--- src/rtl/acc_cpu_core_if.sv ---
// Instruction-fetch handshake between acc_cpu_core and its program memory.
// The core drives req/addr; the memory answers with rdata/valid, possibly in the same cycle.
interface acc_cpu_core_if #(
    parameter int PC_W    = 11,
    parameter int INSTR_W = 14
);
    logic               imem_req;
    logic [PC_W-1:0]    imem_addr;
    logic [INSTR_W-1:0] imem_rdata;
    logic               imem_valid;

    modport master (
        output imem_req,
        output imem_addr,
        input  imem_rdata,
        input  imem_valid
    );

    modport slave (
        input  imem_req,
        input  imem_addr,
        output imem_rdata,
        output imem_valid
    );
endinterface

--- src/rtl/acc_cpu_core.sv ---
// Multi-cycle accumulator CPU: literal ALU ops on W, GOTO, SLEEP/wake, Z/C flags,
// illegal-opcode pulse, with instructions fetched over a variable-latency req/valid port.
//
// state    | meaning
// ---------+----------------------------------------------------------
// S_FETCH  | imem_req high at PC; on valid capture IR, PC+1, go EXEC
// S_EXEC   | execute IR, pulse retire; SLEEP goes HALTED, else FETCH
// S_HALTED | everything frozen until wake
module acc_cpu_core #(
    parameter int DATA_W    = 8,
    parameter int PC_W      = 11,
    parameter int INSTR_W   = 14,
    parameter int RESET_VEC = 0
) (
    input  logic              clk,
    input  logic              reset_n,
    acc_cpu_core_if.master    imem,
    input  logic              wake,
    output logic [DATA_W-1:0] w_q_out,
    output logic              status_z,
    output logic              status_c,
    output logic [PC_W-1:0]   pc_out,
    output logic              halted,
    output logic              retire,
    output logic              illegal_op
);

    typedef enum logic [1:0] {
        S_FETCH  = 2'd0,
        S_EXEC   = 2'd1,
        S_HALTED = 2'd2
    } state_t;

    localparam logic [5:0] OP_MOVLW = 6'b110000;
    localparam logic [5:0] OP_ADDLW = 6'b111110;
    localparam logic [5:0] OP_SUBLW = 6'b111100;
    localparam logic [5:0] OP_ANDLW = 6'b111001;
    localparam logic [5:0] OP_IORLW = 6'b111000;
    localparam logic [5:0] OP_XORLW = 6'b111010;
    localparam logic [INSTR_W-1:0] IR_SLEEP = INSTR_W'(7'h63);
    localparam logic [PC_W-1:0]    PC_RST   = PC_W'(RESET_VEC);

    state_t              state_q, state_d;
    logic [PC_W-1:0]     pc_q, pc_d;
    logic [DATA_W-1:0]   w_q, w_d;
    logic                z_q, z_d;
    logic                c_q, c_d;
    logic [INSTR_W-1:0]  ir_q, ir_d;

    logic [5:0]          op6;
    logic [DATA_W-1:0]   lit;
    logic [DATA_W:0]     sum_ext;
    logic [DATA_W:0]     diff_ext;
    logic                is_alu, is_goto, is_nop, is_sleep, dec_illegal;

    assign op6      = ir_q[INSTR_W-1 -: 6];
    assign lit      = ir_q[DATA_W-1:0];
    assign sum_ext  = {1'b0, lit} + {1'b0, w_q};
    assign diff_ext = {1'b0, lit} - {1'b0, w_q};

    always_comb begin
        is_alu      = (op6 == OP_MOVLW) || (op6 == OP_ADDLW) || (op6 == OP_SUBLW) ||
                      (op6 == OP_ANDLW) || (op6 == OP_IORLW) || (op6 == OP_XORLW);
        is_goto     = (ir_q[INSTR_W-1 -: 2] == 2'b10);
        is_nop      = (ir_q == '0);
        is_sleep    = (ir_q == IR_SLEEP);
        dec_illegal = !(is_alu || is_goto || is_nop || is_sleep);
    end

    always_ff @(posedge clk) begin
        if (!reset_n) begin
            state_q <= S_FETCH;
        end else begin
            state_q <= state_d;
        end
    end

    always_comb begin
        state_d = state_q;
        unique case (state_q)
            S_FETCH:  if (imem.imem_valid) state_d = S_EXEC;
            S_EXEC:   state_d = is_sleep ? S_HALTED : S_FETCH;
            S_HALTED: if (wake) state_d = S_FETCH;
            default:  state_d = S_FETCH;
        endcase
    end

    // Outputs are gated by reset_n so they read idle throughout the reset cycle.
    always_comb begin
        imem.imem_req  = reset_n && (state_q == S_FETCH);
        imem.imem_addr = pc_q;
        retire         = reset_n && (state_q == S_EXEC);
        illegal_op     = reset_n && (state_q == S_EXEC) && dec_illegal;
        halted         = reset_n && (state_q == S_HALTED);
    end

    // imem_rdata is only looked at when valid, so X on an idle bus never reaches IR.
    always_comb begin
        pc_d = pc_q;
        w_d  = w_q;
        z_d  = z_q;
        c_d  = c_q;
        ir_d = ir_q;
        if (state_q == S_FETCH && imem.imem_valid) begin
            ir_d = imem.imem_rdata;
            pc_d = pc_q + PC_W'(1);
        end else if (state_q == S_EXEC) begin
            if (is_goto) begin
                pc_d = ir_q[PC_W-1:0];
            end else begin
                unique case (op6)
                    OP_MOVLW: w_d = lit;
                    OP_ADDLW: begin
                        w_d = sum_ext[DATA_W-1:0];
                        c_d = sum_ext[DATA_W];
                        z_d = (sum_ext[DATA_W-1:0] == '0);
                    end
                    OP_SUBLW: begin
                        w_d = diff_ext[DATA_W-1:0];
                        c_d = ~diff_ext[DATA_W];
                        z_d = (diff_ext[DATA_W-1:0] == '0);
                    end
                    OP_ANDLW: begin
                        w_d = lit & w_q;
                        z_d = ((lit & w_q) == '0);
                    end
                    OP_IORLW: begin
                        w_d = lit | w_q;
                        z_d = ((lit | w_q) == '0);
                    end
                    OP_XORLW: begin
                        w_d = lit ^ w_q;
                        z_d = ((lit ^ w_q) == '0);
                    end
                    default: ;
                endcase
            end
        end
    end

    always_ff @(posedge clk) begin
        if (!reset_n) begin
            pc_q <= PC_RST;
            w_q  <= '0;
            z_q  <= 1'b0;
            c_q  <= 1'b0;
            ir_q <= '0;
        end else begin
            pc_q <= pc_d;
            w_q  <= w_d;
            z_q  <= z_d;
            c_q  <= c_d;
            ir_q <= ir_d;
        end
    end

    assign w_q_out  = w_q;
    assign status_z = z_q;
    assign status_c = c_q;
    assign pc_out   = pc_q;

endmodule
--- src/flat_wrapper.sv ---
// flat-port wrapper written by rule: the top's interface ports become plain ports
module acc_cpu_core_flat 
#(
    parameter int DATA_W    = 8,
    parameter int PC_W      = 11,
    parameter int INSTR_W   = 14,
    parameter int RESET_VEC = 0
)
  (clk, reset_n, wake, w_q_out, status_z, status_c, pc_out, halted, retire, illegal_op, imem_imem_req, imem_imem_addr, imem_imem_rdata, imem_imem_valid);
  acc_cpu_core_if #(.PC_W(PC_W), .INSTR_W(INSTR_W)) imem_i ();
  input  logic clk;
  input  logic reset_n;
  input  logic wake;
  output logic [DATA_W-1:0] w_q_out;
  output logic status_z;
  output logic status_c;
  output logic [PC_W-1:0] pc_out;
  output logic halted;
  output logic retire;
  output logic illegal_op;
  output wire logic [$bits(imem_i.imem_req)-1:0] imem_imem_req;
  output wire logic [$bits(imem_i.imem_addr)-1:0] imem_imem_addr;
  input wire logic [$bits(imem_i.imem_rdata)-1:0] imem_imem_rdata;
  input wire logic [$bits(imem_i.imem_valid)-1:0] imem_imem_valid;
  assign imem_imem_req = imem_i.imem_req;
  assign imem_imem_addr = imem_i.imem_addr;
  assign imem_i.imem_rdata = imem_imem_rdata;
  assign imem_i.imem_valid = imem_imem_valid;
  acc_cpu_core #(.DATA_W(DATA_W), .PC_W(PC_W), .INSTR_W(INSTR_W), .RESET_VEC(RESET_VEC)) u_core (.clk(clk), .reset_n(reset_n), .imem(imem_i), .wake(wake), .w_q_out(w_q_out), .status_z(status_z), .status_c(status_c), .pc_out(pc_out), .halted(halted), .retire(retire), .illegal_op(illegal_op));
endmodule
--- config.mk ---
export PLATFORM = sky130hd
export DESIGN_NAME = acc_cpu_core_flat
export DESIGN_NICKNAME = d
export VERILOG_FILES = /design/src/rtl/acc_cpu_core_if.sv /design/src/rtl/acc_cpu_core.sv /design/src/flat_wrapper.sv
export SDC_FILE = /design/constraint.sdc
export NUM_CORES = 1
export LEC_CHECK = 0
export CAP_MARGIN = 20
export CORE_ASPECT_RATIO = 2
export CORE_MARGIN = 2
export CORE_UTILIZATION = 58
export CTS_BUF_LIST = sky130_fd_sc_hd__clkbuf_16
export DETAILED_ROUTE_END_ITERATION = 8
export HOLD_SLACK_MARGIN = 0.02
export PLACE_DENSITY = 0.86
export SLEW_MARGIN = 5
export SYNTH_ARGS = -nofsm -noshare
export SYNTH_HDL_FRONTEND = slang
export SYNTH_SLANG_ARGS = --single-unit
--- constraint.sdc ---
create_clock -name clk -period 7.25 [get_ports clk]
set_input_delay 1.0875 -clock clk [delete_from_list [all_inputs] [get_ports clk]]
set_output_delay 1.0875 -clock clk [all_outputs]
set_load 0.01 [all_outputs]
==> impl_metrics.json, run 1 <==
{
  "p_per_area_nw_per_um2": 147,
  "timing.critical_path.to_type": "output port",
  "synth-edff-count": 0,
  "global_route.usage.total": 0.317,
  "fp.dieH_um": 108,
  "layout.nets": 484,
  "seq_power_share": 0.422,
  "placedCellCount": 492,
  "floorplan.initialDensity": 0.592,
  "portion_of_the_post_synthesis_area_used_by_sequential_elements": 0.235,
  "finalHoldViolations": 0,
  "synth_top_flop_cell": "dfxtp_1",
  "worstPathMaxFanout": 25,
  "timing_worst_setup_path_type": "in2out",
  "synthesis.instances": 413,
  "ys_ff_latch": 37,
  "clock_transition_at_the_registers_of_the_reported_paths_ns": 0.05,
  "clk_root_buffer_cell": "clkbuf_16",
  "intPower_w": 0.000382,
  "irDropWorstVdd_mv": 0.173,
  "hpwlAfterDp_um": 7240,
  "worst_slew_pin_slew_ns": 0.928,
  "async_reset_ff_frac": 0,
  "first_iter_violations": 246,
  "worstPathRequired_ns": 6.16,
  "overflow": 0,
  "maxSlewHeadroom": 0.380,
  "worst_skew_pair.late_latency_ns": 0.28,
  "cpLargestDelayFamily": "buffers and inverters",
  "critPathLaunchType": "input port",
  "viasPerCell": 6.55,
  "timing.final.crit_period_ns": 4.73,
  "clkSinkCount": 37,
  "cpMostUsedCell": "clkdlybuf4s50_1",
  "power_switching_w": 0.000156,
  "antenna_cells_inserted": 0,
  "combinationalPowerShare": 0.193,
  "min_delay_path_depth": 2,
  "cap_viol_max_count": 0,
  "mappedNetlistNets": 458,
  "grt_max_degree": 31,
  "timing.hold.worst.start": "u_core.status_c",
  "total_die_area_um2": 6080,
  "count_of_antenna_violating_nets_left_after_detailed_routing": 0,
  "clock_path_buffers": 2,
  "cp_slowest_cell": "clkdlybuf4s50_1",
  "io_pins": 54,
  "cts_hold_repair.buffers": 0,
  "yosysTopAreaCell": "dfxtp_1",
  "placement.io_buffers": 53,
  "average_wire_per_cell_in_the_routed_design_um": 19.3,
  "clockPowerShare": 0.385,
  "worstHoldPathType": "reg2reg",
  "worstPathArrival_ns": 3.65,
  "max_slew_violations": 0,
  "critical_path.reg2reg.startpoint": "u_core.ir_q[0]",
  "layout_setup_ws_ns": 2.52,
  "switching_share": 0.290,
  "netlist_cell_types": 65,
  "path_cells": "clkdlybuf4s50_1, inv_1, nor3b_1, clkdlybuf4s50_1",
  "totalNegativeSetupSlack_ns": 0,
  "routed_wirelength_um": 9630,
  "maxClockFrequency_ghz": 0.211,
  "core-area_um2": 5330,
  "detailedRoute.firstPassIterationCount": 5,
  "cp_num_buf_inv": 3,
  "num_vias": 3270,
  "num_rows": 38,
  "gp_congestion": 0.946,
  "power.static_leakage_nw": 1.36,
  "final_layout_size_suffix_gt1_frac": 0.0478,
  "cts-htree-levels": 2,
  "vias_in_the_first_global_route": 3091,
  "rsz0062_at_grt": "false",
  "number_of_buffers_added_for_setup_after_cts": 0,
  "instance_count_on_the_critical_path": 4,
  "synth_area_um2": 3150,
  "synth_warnings": 0,
  "clock-skew-final_ns": 0.00537,
  "cp-startpoint": "reset_n",
  "post-route-drc-count": 0,
  "worst-r2r-cell-count": 9,
  "clock_tree_from_tritoncts": "built",
  "cts.repair.resized": 0,
  "die_w_um": 56.1,
  "syn_to_final_growth_pct": 16.4,
  "synthDominantCellAreaShare": 0.235,
  "fillers": 451,
  "timing.final.crit_share": 0.653,
  "place_worst_setup_slack_ns": 2.54,
  "outcome": "finished, final reports clean",
  "synth_area_per_cell_um2": 7.63,
  "finalSetupViolations": 0,
  "finalNonFillerCells": 499,
  "grt_first_pass_wirelength_um": 15300,
  "antenna_found_initial": 0,
  "cts_inserted_buffers": 5,
  "critical-path-max-stage-delay_ns": 1.01,
  "synth.area.top_cells": "dfxtp_1, ha_1, nand2_1, a21oi_1, nor2_1"
}
## flip-flops by register name, summed over array words and instances (netlist names)
name	flops
u_core.state_q	2
u_core.ir_q	14
u_core.status_z	1
u_core.imem.imem_addr	11
u_core.w_q_out	8
u_core.status_c	1
## cell usage in the layout, fill, tap and decap left out, drive strengths merged, types with 8 or more instances in the layout
cell | Yosys | routed
nand4 | 10 | 10
o21ai | 18 | 18
nand3 | 12 | 12
nand2 | 52 | 52
nor2 | 29 | 29
ha | 25 | 25
nor3 | 11 | 11
inv | 29 | 29
o22ai | 8 | 8
clkdlybuf4s50 | 0 | 53
xnor2 | 9 | 9
a21oi | 28 | 28
dfxtp | 37 | 37
## layout make-up
cell class | count | area [µm²] | area share
clock buffer | 5 | 125 | 0.0341
clock inverter | 2 | 11.3 | 0.00307
inverter | 29 | 109 | 0.0297
multi-input combinational | 313 | 2080 | 0.566
sequential | 37 | 741 | 0.202
tap | 60 | 75.1 | 0.0204
timing repair buffer | 53 | 531 | 0.145
## worst paths after layout
| kind | end | slack [ns] |
|---|---|---|
| max | halted | 2.52 |
| min | u_core.status_c | 0.52 |
| max reg2reg | u_core.w_q_out[6] | 4.47 |
| min reg2reg | u_core.status_c | 0.52 |
## worst register-to-register path: stages, from the launching register on
cell	delay, ns
dfxtp_1	0.44
inv_1	0.14
ha_1	0.24
fa_1	0.45
o21bai_1	0.19
a21oi_1	0.17
o311a_1	0.39
a2111o_1	0.43
o31ai_1	0.08
o22ai_1	0.12
## layer usage
metal	routed length (µm)	global-route usage	up-vias
li1	-	-	1529
met1	3660	0.384	1516
met2	4810	0.542	187
met3	671	0.0359	38
met4	492	0.165	0
met5	0	0	-
## power groups by stage
stage	combinational [W]	sequential, W	clock, W
final	0.000104	0.000227	0.000207
after global routing	0.000114	0.000228	0.000215
after CTS	0.000102	0.000226	0.000206
after detailed placement	0.000101	0.000231	0
after global placement	0.0000992	0.000230	0
after floorplan	0.0000747	0.000223	0
## stage by stage
| stage | power (W) | util | area (µm²) | hold WS, ns |
|---|---|---|---|---|
| floorplan | 0.000297 | - | 3150 | 0.481 |
| global placement | 0.000329 | 0.664 | 3530 | 0.495 |
| detailed placement | 0.000332 | 0.664 | 3530 | 0.511 |
| CTS | 0.000535 | 0.689 | 3670 | 0.521 |
| global route | 0.000556 | 0.689 | 3670 | 0.553 |
| finish | 0.000538 | 0.689 | 3670 | 0.516 |
## cells in the mapped netlist, types with 4 or more instances
cell / count
a21boi_0: 7
a21oi_1: 28
a221oi_1: 5
a22oi_1: 6
a31oi_1: 4
and2_1: 4
buf_2: 7
buf_4: 12
clkbuf_1: 10
dfxtp_1: 37
ha_1: 25
inv_1: 27
nand2_1: 52
nand2b_1: 5
nand3_1: 12
nand4_1: 10
nor2_1: 29
nor2b_1: 5
nor3_1: 10
nor4_1: 7
o211ai_1: 6
o21ai_0: 16
o22ai_1: 8
o31ai_1: 6
xnor2_1: 9
## cell families (layout without fill, tap and decap cells)
group / after synthesis / in the layout / share of synthesized area
AND/OR/NAND/NOR: 151 / 151 / 0.238
multiplexers: 2 / 2 / 0.00635
AO/OA/AOI/OAI: 122 / 122 / 0.273
XOR/XNOR: 11 / 11 / 0.0306
buffers and inverters: 63 / 89 / 0.106
adder cells (fa/ha/maj): 27 / 27 / 0.112
flip-flops: 37 / 37 / 0.235
Note: power is estimated with default switching activity, not from simulation.
==> inputs of run 2 (changes only) <==
--- a/config.mk
+++ b/config.mk
@@ -8,11 +8,11 @@
 export CAP_MARGIN = 20
 export CORE_ASPECT_RATIO = 2
 export CORE_MARGIN = 2
-export CORE_UTILIZATION = 58
+export CORE_UTILIZATION = 49
 export CTS_BUF_LIST = sky130_fd_sc_hd__clkbuf_16
 export DETAILED_ROUTE_END_ITERATION = 8
 export HOLD_SLACK_MARGIN = 0.02
-export PLACE_DENSITY = 0.86
+export PLACE_DENSITY = 0.78
 export SLEW_MARGIN = 5
 export SYNTH_ARGS = -nofsm -noshare
 export SYNTH_HDL_FRONTEND = slang
==> constraint.sdc (replaced) <==
create_clock -name clk -period 3.9 [get_ports clk]
set_input_delay 0.585 -clock clk [delete_from_list [all_inputs] [get_ports clk]]
set_output_delay 0.585 -clock clk [all_outputs]
set_load 0.01 [all_outputs]
==> impl_metrics.json, run 2 (synthesized netlist as in run 1, its figures left out) <==
{
  "final_core_util": 0.597,
  "die_w_um": 60.7,
  "clock-skew-final_ns": 0.00521,
  "post-route-drc-count": 0,
  "maxClockFrequency_ghz": 0.302,
  "antenna_cells_inserted": 0,
  "global_route.usage.total": 0.305,
  "power.static_leakage_nw": 1.39,
  "worst_skew_pair.late_latency_ns": 0.30,
  "overflow": 0,
  "clkSinkCount": 37,
  "num_rows": 41,
  "critical-path-max-stage-delay_ns": 0.84,
  "layout.nets": 488,
  "fp.dieH_um": 117,
  "finalHoldViolations": 0,
  "routed_wirelength_um": 10300,
  "worstPathArrival_ns": 2.73,
  "viasPerCell": 6.16,
  "total_die_area_um2": 7130,
  "floorplan.initialDensity": 0.504,
  "number_of_buffers_added_for_setup_after_cts": 0,
  "placement.io_buffers": 53,
  "critPathLaunchType": "input port",
  "path_cells": "clkdlybuf4s50_1, nand2_1, nor4_1, clkdlybuf4s50_1",
  "worstPathRequired_ns": 3.31,
  "area_taken_by_multi_input_logic_gates_um2": 2080,
  "final_common_cell": "clkdlybuf4s50_1",
  "core-area_um2": 6260,
  "maxSlewHeadroom": 0.267,
  "count_of_antenna_violating_nets_left_after_detailed_routing": 0,
  "cap_viol_max_count": 0,
  "outcome": "finished, final reports clean",
  "worst_slew_pin_slew_ns": 1.09,
  "rsz0062_at_grt": "false",
  "first_iter_violations": 216,
  "cts.repair.resized": 0,
  "fillers": 626,
  "worstHoldPathType": "reg2reg",
  "cts_inserted_buffers": 5,
  "cts-htree-levels": 2,
  "syn_to_final_growth_pct": 18.5,
  "antenna_found_initial": 0,
  "max_slew_violations": 0,
  "p_per_area_nw_per_um2": 273,
  "grt_max_degree": 21,
  "registers.top_by_ff_count": "u_core.ir_q",
  "timing_worst_setup_path_type": "in2out",
  "worstPathMaxFanout": 14,
  "final-seq-area_um2": 741,
  "grt_first_pass_wirelength_um": 16100,
  "timing.critical_path.to_type": "output port",
  "cts_hold_repair.buffers": 0,
  "cpMostUsedCell": "clkdlybuf4s50_1",
  "gp_congestion": 1.02,
  "cp_slowest_cell": "clkdlybuf4s50_1",
  "finalSetupViolations": 0,
  "hpwlAfterDp_um": 7960,
  "clock_transition_at_the_registers_of_the_reported_paths_ns": 0.06,
  "layout.cell_area.non_filler_um2": 3740,
  "num_vias": 3265,
  "detailed_place.area_um2": 3600,
  "detailedRoute.firstPassIterationCount": 7,
  "largest_register_ff_count": 14,
  "tightest_hold_margin_ns": 0.511,
  "timing.final.crit_share": 0.850,
  "leading_cell_types_in_the_layout_fill_and_taps_excluded": "clkdlybuf4s50_1, nand2_1, dfxtp_1",
  "clock_path_buffers": 2,
  "final_layout_size_suffix_gt1_frac": 0.0586,
  "totalNegativeSetupSlack_ns": 0,
  "vias_in_the_first_global_route": 3198,
  "timing.final.crit_period_ns": 3.32,
  "clk_root_buffer_cell": "clkbuf_16",
  "io_pins": 54,
  "clock_tree_from_tritoncts": "built",
  "irDropWorstVdd_mv": 0.300,
  "rrSetupSlack_ns": 1.17,
  "average_wire_per_cell_in_the_routed_design_um": 19.4
}
[run 2: through the flow]
stage	power (W)	setup WS, ns	cells
after floorplan	0.000553	1.53	413
after global placement	0.000619	0.669	522
after detailed placement	0.000622	0.615	522
after CTS	0.00102	0.609	530
after global routing	0.00106	0.488	530
final	0.00102	0.583	530
[run 2: critical path, delay by kind of cell]
family	cells	cell delay, ns
simple gates	2	0.68
buf+inv	2	1.46
[run 2: power by group]
group / total, W / internal, W / switching, W
Sequential: 0.000418 / 0.000391 / 0.0000276
Combinational: 0.000200 / 0.0000912 / 0.000108
Clock: 0.000403 / 0.000232 / 0.000171
[run 2: worst paths after layout]
| check | startpoint | to | cells after the start |
|---|---|---|---|
| worst min-delay path | u_core.w_q_out[6] | u_core.w_q_out[6] | 2 |
| worst min register to register | u_core.w_q_out[6] | u_core.w_q_out[6] | 2 |
| worst max register to register | u_core.ir_q[0] | u_core.w_q_out[6] | 9 |
| worst max-delay path | reset_n | illegal_op | 4 |
[run 2: area by class of cell]
class,instances,share of cell area
inverter,29,0.0291
sequential,37,0.198
multi-input combinational,313,0.557
clock buffer,5,0.0335
tap,86,0.0288
timing repair buffer,57,0.150
clock inverter,3,0.00368
[run 2: routing by layer]
metal | vias up | global-route usage | wire length (µm)
met5 | - | 0 | 0
met4 | 0 | 0.216 | 809
met3 | 57 | 0.0551 | 497
met2 | 150 | 0.527 | 5430
met1 | 1513 | 0.304 | 3530
li1 | 1545 | - | -
==> patch, RTL diff (flow settings as in run 2) <==
`INSTR_W` is set to 14 in 3 places; all go to 16.
--- a/src/rtl/acc_cpu_core_if.sv
+++ b/src/rtl/acc_cpu_core_if.sv
@@ -4,3 +4,3 @@
     parameter int PC_W    = 11,
-    parameter int INSTR_W = 14
+    parameter int INSTR_W = 16
 );
--- a/src/rtl/acc_cpu_core.sv
+++ b/src/rtl/acc_cpu_core.sv
@@ -11,3 +11,3 @@
     parameter int PC_W      = 11,
-    parameter int INSTR_W   = 14,
+    parameter int INSTR_W   = 16,
     parameter int RESET_VEC = 0
--- a/src/flat_wrapper.sv
+++ b/src/flat_wrapper.sv
@@ -5,3 +5,3 @@
     parameter int PC_W      = 11,
-    parameter int INSTR_W   = 14,
+    parameter int INSTR_W   = 16,
     parameter int RESET_VEC = 0
Ports: changed (resized imem_imem_rdata); port bits go from 54 to 56. The function was not compared with the original's and may differ.
==> patch against run 2 <==
Sequential power rose by 6.2%; hold slack worse by 0.0030 ns; wire length is 0.54% lower; worst setup slack better by 0.027 ns; area after synthesis increased by 1.1%; power is 4.0% higher; cell area up 2.0%; sequential cell count increased by 2; die area grew 1.0%; largest cell class unchanged; largest power group unchanged.
==> patch: results (changes against run 2) <==
hpwl_mm: 7.73  # -2.9%
grt_max_degree: 26  # +24%
synth.mux.area_fraction: 0.0130  # +0.00661
ys_seq_area_frac: 0.245  # +0.0101
nNetsFinal: 498  # +2.0%
drt-pass1-iter-count: 5  # -2
placed_area_mm2: 0.00367  # +2.2%
max-slew-margin-rel: 0.445  # +0.178
clock-skew-final_ns: 0.00501  # -0.000197 ns
grt_pass1_wl_mm: 16.2  # +0.77%
ir_drop_mv: 0.342  # +14%
reg2reg_slack_ns: 1.03  # -0.14 ns
grt_usage: 0.296  # -0.00934
port-buffer-count: 55  # +3.8%
post_drt_wl_per_cell_um: 19.0  # -2.0%
synth_common_cells: "nand2_1, dfxtp_1, a21oi_1"
gp_congestion: 0.993  # -2.8%
synth.top_cells.by_area: "dfxtp_1, ha_1, nand2_1, a21oi_1, o21ai_0"
p_leak_uw: 0.00141  # +1.7%
arrival_ns: 2.70  # -0.03 ns
largest_reg_flops: 16  # +2
synthAdderAreaFrac: 0.117  # +0.00549
syn_inst: 420  # +1.7%
netlist.area_leader.share: 0.245  # +0.0101
synth_compound_area_frac: 0.261  # -0.0119
final-instance-count-excl-fill: 538  # +1.5%
crit_fanout: 25  # +11
run_status: "completed"
yosysUniqueCellTypes: 71  # +9.2%
==> patch: changes by cell type in the layout (fill, tap and decap cells not counted), moves of 5 or more <==
cell	run 2	this run
a211oi_1	2	7
o21ai_0	16	22
nand4_1	10	5
nor2_1	29	24
o31ai_1	6	1
a21boi_0	7	0
o22ai_1	8	2
==> patch: path summary, 6_finish.rpt <==
path | to | depth (start not counted) | startpoint
max reg2reg | u_core.w_q_out[5] | 8 | u_core.ir_q[5]
max | halted | 4 | reset_n
min reg2reg | u_core.ir_q[8] | 2 | u_core.ir_q[8]
min | u_core.ir_q[8] | 2 | u_core.ir_q[8]
==> patch: layout make-up <==
cell class,instances,area [µm²]
Fill cell,577,2500
Multi-Input combinational cell,320,2120
Sequential cell,39,781
Timing Repair Buffer,57,566
Clock buffer,5,125
Tap cell,86,108
Inverter,28,105
Clock inverter,3,12.5
==> patch: per-layer routing <==
layer | GRT usage | share of wire | up-vias
met2 | 0.519 | 0.56 | 143
li1 | - | - | 1580
met3 | 0.0516 | 0.046 | 51
met4 | 0.205 | 0.062 | 0
met5 | 0 | 0 | -
met1 | 0.287 | 0.34 | 1610
==> patch: cells by family after synthesis <==
family / after synthesis
AOI/OAI and AO/OA: 121
xor gates and xnor gates: 8
adders and majority gates: 29
buffers and inverters: 61
DFF: 39
muxes: 4
and+or+nand+nor: 158
==> patch: metrics by stage <==
stage	total power, µW	setup WS (ns)
finish	1060	0.611
global route	1100	0.479
global placement	666	0.705
floorplan	590	1.66
detailed placement	672	0.654
CTS	1060	0.621
==> patch: worst reg2reg max path: cells and delay by family, from the launching register on <==
family                     cells  cell delay, ns
and+or+nand+nor                2            0.24
DFF                            1            0.53
buffers and inverters          1            0.23
adders and majority gates      1            0.68
AOI/OAI and AO/OA              4            1.04
==> patch: where the power goes <==
group / switching, µW / leakage [µW] / internal (µW)
clock: 159 / 0.0000762 / 231
combinational: 126 / 0.00102 / 101
sequential: 30.7 / 0.000318 / 413
